--- src/rtl/lease_table_loader.sv ---
// lease_table_loader
//
// Fetches one phase's lease table from memory and streams it into the lease
// lookup table's write port. On start_i a header word holding the reference
// count is read. The ref-address array and the lease array are then fetched
// one word at a time over a single-outstanding req/ack port. Each fetched word
// becomes one table write, and done_o pulses when the refresh is finished.
//
// Memory layout relative to the word-aligned base address:
//   +0            header (reference count R)
//   +4+4i         ref[i]
//   +4+4N+4i      lease[i]
//
// Ports:
//   clock_i, reset_i   clock, asynchronous active-high reset
//   start_i            begin a load (sampled only when idle)
//   base_addr_i        header byte address (low two bits ignored)
//   busy_o, done_o     load in progress / one-cycle completion pulse
//   mem_req_o          read request
//   mem_addr_o         read byte address
//   mem_ack_i          read acknowledge
//   mem_data_i         read data, valid with the acknowledge
//   tbl_addr_o         {array select (1 = lease), entry index}
//   tbl_wren_o         table write strobe
//   tbl_data_o         table write data
//   tbl_phase_refs_o   min(R, N_ENTRIES-1)
//
// Optional feature macro: LEASE_LOADER_SPARSE_FETCH_EN
//   When defined, ref entries at or beyond the reference count are written as
//   zero without a memory read. Lease entries in that range are skipped
//   entirely.

module lease_table_loader #(
  parameter int N_ENTRIES   = 128,
  parameter int BW_MEM_ADDR = 32,
  localparam int BW_ENTRIES = $clog2(N_ENTRIES)
) (
  input  logic                   clock_i,
  input  logic                   reset_i,
  input  logic                   start_i,
  input  logic [BW_MEM_ADDR-1:0] base_addr_i,
  output logic                   busy_o,
  output logic                   done_o,
  output logic                   mem_req_o,
  output logic [BW_MEM_ADDR-1:0] mem_addr_o,
  input  logic                   mem_ack_i,
  input  logic [31:0]            mem_data_i,
  output logic [BW_ENTRIES:0]    tbl_addr_o,
  output logic                   tbl_wren_o,
  output logic [31:0]            tbl_data_o,
  output logic [BW_ENTRIES-1:0]  tbl_phase_refs_o
);

  localparam logic [2:0] S_IDLE = 3'd0;
  localparam logic [2:0] S_HDR  = 3'd1;
  localparam logic [2:0] S_REQ  = 3'd2;
  localparam logic [2:0] S_WR   = 3'd3;
  localparam logic [2:0] S_DONE = 3'd4;

  localparam logic [BW_ENTRIES-1:0] LAST_IDX = BW_ENTRIES'(N_ENTRIES - 1);

  logic [2:0]             state;
  logic [BW_MEM_ADDR-1:0] base;
  logic                   sel;       // 0: ref array, 1: lease array
  logic [BW_ENTRIES-1:0]  idx;
  logic [31:0]            data_q;
  logic [BW_ENTRIES-1:0]  phase_refs;

  logic                   nxt_sel;
  logic [BW_ENTRIES-1:0]  nxt_idx;
  logic                   last_item;
  logic [BW_ENTRIES-1:0]  hdr_refs;

  // The count saturates at N-1 so it always fits the entry index width.
  function automatic logic [BW_ENTRIES-1:0] clamp_refs(input logic [31:0] r);
    if (r >= 32'(N_ENTRIES - 1)) return LAST_IDX;
    return r[BW_ENTRIES-1:0];
  endfunction

  // The index wraps to 0 after ref[N-1] while the select bit sets, so the
  // item after the last ref is lease[0].
  always_comb begin
    nxt_sel   = sel | (idx == LAST_IDX);
    nxt_idx   = idx + 1'b1;
    last_item = sel && (idx == LAST_IDX);
    hdr_refs  = clamp_refs(mem_data_i);
  end

  always_ff @(posedge clock_i or posedge reset_i) begin
    if (reset_i) begin
      state      <= S_IDLE;
      base       <= '0;
      sel        <= 1'b0;
      idx        <= '0;
      data_q     <= '0;
      phase_refs <= '0;
    end else begin
      case (state)
        S_IDLE: begin
          if (start_i) begin
            base  <= {base_addr_i[BW_MEM_ADDR-1:2], 2'b00};
            sel   <= 1'b0;
            idx   <= '0;
            state <= S_HDR;
          end
        end
        S_HDR: begin
          if (mem_ack_i) begin
            phase_refs <= hdr_refs;
`ifdef LEASE_LOADER_SPARSE_FETCH_EN
            if (hdr_refs == '0) begin
              data_q <= '0;
              state  <= S_WR;
            end else begin
              state <= S_REQ;
            end
`else
            state <= S_REQ;
`endif
          end
        end
        S_REQ: begin
          if (mem_ack_i) begin
            data_q <= mem_data_i;
            state  <= S_WR;
          end
        end
        S_WR: begin
          sel <= nxt_sel;
          idx <= nxt_idx;
          if (last_item) begin
            state <= S_DONE;
          end
`ifdef LEASE_LOADER_SPARSE_FETCH_EN
          // Unused ref entries are still written (as zero) to clear stale
          // valid bits; unused lease entries end the load early.
          else if (!nxt_sel && (nxt_idx >= phase_refs)) begin
            data_q <= '0;
            state  <= S_WR;
          end else if (nxt_sel && (nxt_idx >= phase_refs)) begin
            state <= S_DONE;
          end
`endif
          else begin
            state <= S_REQ;
          end
        end
        S_DONE: state <= S_IDLE;
        default: state <= S_IDLE;
      endcase
    end
  end

  // Outputs decode directly from the state so an asynchronous reset drops the
  // request within the same cycle.
  always_comb begin
    mem_addr_o = '0;
    if (state == S_HDR) begin
      mem_addr_o = base;
    end else if (state == S_REQ) begin
      mem_addr_o = base + BW_MEM_ADDR'(4) + (BW_MEM_ADDR'({sel, idx}) << 2);
    end
  end

  assign busy_o           = (state != S_IDLE);
  assign done_o           = (state == S_DONE);
  assign mem_req_o        = (state == S_HDR) || (state == S_REQ);
  assign tbl_wren_o       = (state == S_WR);
  assign tbl_addr_o       = {sel, idx};
  assign tbl_data_o       = data_q;
  assign tbl_phase_refs_o = phase_refs;

endmodule

--- config.mk ---
export PLATFORM = sky130hd
export DESIGN_NAME = lease_table_loader
export DESIGN_NICKNAME = d
export VERILOG_FILES = /design/src/rtl/lease_table_loader.sv
export SDC_FILE = /design/constraint.sdc
export NUM_CORES = 1
export LEC_CHECK = 0
export CORE_MARGIN = 2
export CORE_UTILIZATION = 42
export DETAILED_ROUTE_END_ITERATION = 10
export MAX_ROUTING_LAYER = met4
export PLACE_DENSITY_LB_ADDON = 0.1
export SYNTH_ARGS = -nofsm -noshare
export SYNTH_HDL_FRONTEND = slang
export SYNTH_SLANG_ARGS = --single-unit
--- constraint.sdc ---
create_clock -name clock_i -period 2.65 [get_ports clock_i]
set_input_delay 0.265 -clock clock_i [delete_from_list [all_inputs] [get_ports clock_i]]
set_output_delay 0.265 -clock clock_i [all_outputs]
set_load 0.05 [all_outputs]
Word level (Yosys, flattened, before mapping)
Cells that the tools add are included.
{ "op_classes": {"addsub": 3, "n_mul": 0, "div_mod_pow": 0, "n_lt_le_gt_ge": 1, "n_eq_ne": 8, "shift": 0, "muxes": 14, "bitwise": 1, "n_reduce_logical": 10} }
{ "op_table": {"columns": ["op", "count"], "rows": [
  ["$mux W32", 2],
  ["$add A32 B10 Y32", 1],
  ["$add A32 B3 Y32 const B", 1],
  ["$ge A32 B7 Y1 const B", 1],
  ["$mux W7", 3],
  ["$pmux W7 S2", 1],
  ["$mux W3", 4],
  ["$pmux W3 S4", 1],
  ["$reduce_and A2 Y1", 4],
  ["$add A7 B1 Y7 const B", 1],
  ["$eq A7 B7 Y1 const B", 1],
  ["$eq A3 B2 Y1 const B", 2],
  ["$ne A2 B2 Y1 const B", 3],
  ["$eq A3 B1 Y1 const B", 1],
  ["$eq A3 B3 Y1 const B", 1],
  ["$logic_not A3 Y1", 1],
  ["$reduce_and A3 Y1", 1],
  ["$reduce_bool A3 Y1", 1],
  ["$mux W1", 2],
  ["$pmux W1 S2", 1],
  ["$reduce_bool A2 Y1", 1],
  ["$logic_and A1 B1 Y1", 1],
  ["$logic_or A1 B1 Y1", 1],
  ["$or A1 B1 Y1", 1]
]} }
{ "totals": {"reg_bits": 80, "latchBits": 0, "ram_bits": 0, "romBits": 0, "input_bits": 68, "out_inout_bits": 83, "elab_cells": 43, "n_memories": 0} }

Logic depth before layout (Yosys ltp)
{ "logic_depth": {"word_depth": 4, "ltp_mapped": 10, "depth_no_buf": 10} }

Worst setup path after synthesis
Ideal clock, no wire load.
{ "synth_path": {"path_kind": "reg-to-output", "start": "register idx[1]", "end": "output port mem_addr_o[19]", "arrival_ps": 3713, "required_ps": 2385, "slack_ps": -1328, "path_stages_with_launch": 9, "path_buffers": 0, "path_cell_list": "dfrtp_1 ha_1 ha_1 fa_1 a211oi_1 o21ai_1 o211ai_1 a21oi_1 o21ai_0"} }
{ "synth_via": {"elab_chain_cells": 3} }
{ "synth_lines": {"columns": ["item", "line", "source"], "rows": [
  ["start, declared", "65", "logic [BW_ENTRIES-1:0] idx;"],
  ["start signal, assigned", "130", "idx <= nxt_idx;"],
  ["$add A32 B10 Y32", "161", "mem_addr_o = base + BW_MEM_ADDR'(4) + (BW_MEM_ADDR'({sel, idx}) << 2);"],
  ["$mux W32", "160", "end else if (state == S_REQ) begin"],
  ["$mux W32", "158", "if (state == S_HDR) begin"],
  ["end, declared", "45", "output logic [BW_MEM_ADDR-1:0] mem_addr_o,"]
]} }
No other way between the ends.

Worst setup path after layout
{ "layout_path": {"start": "register base[3]", "end": "output port mem_addr_o[25]"} }
{ "layout_via": {"elab_chain_cells": 4} }
{ "layout_lines": {"columns": ["item", "line", "source"], "rows": [
  ["start, declared", "63", "logic [BW_MEM_ADDR-1:0] base;"],
  ["start signal, assigned", "101", "base <= {base_addr_i[BW_MEM_ADDR-1:2], 2'b00};"],
  ["$add A32 B3 Y32", "161", null],
  ["$add A32 B10 Y32", "161", null],
  ["$mux W32", "160", null],
  ["$mux W32", "158", null]
]} }
No other way between the ends.

==> impl_metrics.toml <==
[worst_setup_path]
r2r_end = "tbl_data_o[5]"
crit_path_top_delay_cell = "dfrtp_1"
cp-start-kind = "flip-flop"
worstSetupStartpoint = "base[3]"
cp.arrival_ns = 3.04
worstReg2RegStart = "state[0]"
crit_buf_inv = 2
reg2regPathDepth = 5
crit_path_end_kind = "primary output"
critPathMaxFanout = 6
cpLargestDelayFamily = "compound AO/OA/AOI/OAI gates"
path_class = "reg2out"
reg2reg_setup_slack_ns = 0.48
cp_slowest_stage_delay_ns = 0.43
required_ns = 2.38
path_cells = "ha_4, ha_4, fa_2, a211oi_4, o21ai_4, o211ai_1, buf_4, o311ai_2, o211ai_1, clkbuf_16"

[flow_run]
maxCapViolations = 0

[routing]
drt-total-wl_um = 14600
viasPerCell = 5.58
drt_first_pass_iters = 8
ant_nets = 0
drc = 0
drt_iter0_markers = 232
vias = 4547
avgRoutedWirePerCell_um = 17.9

[grt]
grt_pass1_vias = 4616
grt_pass1_wl_um = 22700
grt_max_degree = 81
antenna_found_initial = 0
grt.total_usage_pct = 25.5
overflow = 0

[synthesis]
synthArstFlopShare_pct = 100
synthDominantAreaCellType = "dfrtp_1"
synth_top_area_share_pct = 44.5
syn_area_per_cell_um2 = 9.35
syn_area_um2 = 4500
synthDistinctLibCells = 53
synthFlopType = "dfrtp_1"
synthCells = 481
synth_seq_cells = 80
ys_top_cells_by_area = "dfrtp_1 (45%), nand2_1 (9.5%), mux2_2 (7.5%)"
yosysSeqAreaShare_pct = 44.5
synth-edff-count = 0
yosysWarnings = 0

[floorplan]
die_area_um2 = 11600
fp.dieW_um = 107
die_y_um = 107
initial_utilization_pct = 43.4
num_rows = 37
pin_count = 151
coreArea_um2 = 10400

[clock_tree]
cts_inserted_buffers = 9
hold_buffers = 0
clk_pin_slew_ns = 0.09
clock_path_buffers = 2
cts_tree = "built"
root_buffer = "clkbuf_8"
clk_latency_ns = 0.36
ctsHtreeMaxLevel = 3
cts_sinks = 80

[layout]
syn_to_final_growth_pct = 70.8
nNetsFinal = 760
stdcell_area_um2 = 7680
layout-drive-gt1-share_pct = 33.0
antenna_cells = 0

[sta]
rsz0062_at_grt = "true"
clock_skew_ns = 0.0118
fin_ws_ns = -0.652
fmax_ghz = 0.303
hold_violations = 0
worst_pin_slew_ns = 0.631
max_slew_margin_pct = 57.8
fin_crit_sh_pct = 125
finalSetupViolCount = 25
layout_min_cycle_time_ns = 3.30
fin_tns_setup_ns = -10.0
slew_violations = 0

[placed_design]
place_congestion = 0.858
place_area_um2 = 6930
numPortBuffers = 146
dp_hpwl_um = 9770

[outcome]
outcome = "finished with violations"
violations = "negative setup slack"

[hold_path]
holdCritPathClass = "in2async"

[power]
power_density_nw_per_um2 = 1430
leakagePower_uw = 0.00312
ir_drop_mv = 0.828
==> flip-flops by register name, indices dropped and copies added, names as in the netlist <==
name and count:
tbl_data_o 32, base 30, idx 7, tbl_phase_refs_o 7, state 3, sel 1
==> cell usage after synthesis (7+ instances only) <==
cell type / number
a21oi_1: 14
buf_4: 7
clkbuf_1: 12
dfrtp_1: 80
ha_1: 17
inv_1: 12
mux2_2: 30
nand2_1: 114
nand3_1: 22
nand4_1: 11
nor2_1: 13
o211ai_1: 21
o21ai_0: 26
o22a_1: 7
or4_1: 12
==> repair_timing <==
item | 4_1_cts | 5_1_grt
resized for setup | 42 | 31
buffers inserted | 13 | 15
pin swaps | 33 | 29
setup endpoints to repair | 25 | 26
cloned | 1 | 0
==> how the worst max path moves through the flow <==
| stage | slack [ns] | end | cells after the start |
|---|---|---|---|
| 2_1_floorplan | -0.32 | mem_addr_o[25] | 8 |
| 3_3_place_gp | -0.20 | mem_addr_o[19] | 9 |
| 3_5_place_dp | -0.33 | mem_addr_o[25] | 9 |
| 4_1_cts | -0.48 | mem_addr_o[25] | 10 |
| 5_1_grt | -0.71 | mem_addr_o[27] | 10 |
| 6_report | -0.65 | mem_addr_o[25] | 10 |
==> area by class of cell <==
| cell class | count | area (um2) |
|---|---|---|
| multi-input combinational | 361 | 2920 |
| fill | 728 | 2690 |
| timing repair buffer | 209 | 2320 |
| sequential | 80 | 2010 |
| tap | 136 | 170 |
| clock buffer | 10 | 138 |
| clock inverter | 6 | 73.8 |
| inverter | 13 | 50.0 |
==> per-layer routing <==
| metal | share of wire (%) | vias up | track usage (%) |
|---|---|---|---|
| met3 | 7.5 | 25 | 5.45 |
| met2 | 51 | 206 | 43.1 |
| met5 | 0 | - | - |
| met4 | 2.0 | 0 | 8.52 |
| li1 | - | 2121 | - |
| met1 | 40 | 2195 | 30.5 |
==> worst min-delay path, delay by kind of cell <==
kind,cells,cell delay (ns)
buffers and inverters,3,0.84
==> logic make-up (layout without fill, tap and decap cells) <==
kind of cell | Yosys count | after routing | share of synthesized area, %
other | 1 | 2 | 0.0834
xor gates and xnor gates | 8 | 8 | 1.56
adders and majority gates | 18 | 18 | 5.17
and+or+nand+nor | 200 | 200 | 21.0
muxes | 32 | 32 | 8.01
buffers and inverters | 42 | 238 | 4.78
AOI/OAI and AO/OA | 100 | 101 | 14.9
DFF | 80 | 80 | 44.5
==> report_power, final <==
group	switching [uW]	leakage (uW)	total, uW	internal, uW
Sequential	558	0.000938	2340	1780
Combinational	4300	0.00207	7670	3380
Clock	506	0.000107	980	473
==> cells in the final DEF, fill, tap and decap left out, types with 14 or more instances in the layout <==
cell type / instances
buf_12: 30
buf_4: 52
clkdlybuf4s50_1: 114
dfrtp_1: 71
ha_4: 15
mux2_2: 30
nand2_1: 114
nand3_1: 14
o211ai_1: 21
o21ai_0: 14
==> stage by stage <==
stage / total power, uW / setup WS (ns) / utilization, % / hold slack (ns) / instances
floorplan: 6450 / -0.322 / - / 0.370 / 482
global placement: 9190 / -0.200 / 66.9 / 0.470 / 776
detailed placement: 9340 / -0.328 / 66.9 / 0.475 / 776
CTS: 10700 / -0.479 / 72.2 / 0.325 / 803
global route: 11500 / -0.712 / 74.1 / 0.350 / 815
finish: 11000 / -0.652 / 74.1 / 0.315 / 815
Note: power is estimated with default switching activity, not from simulation.
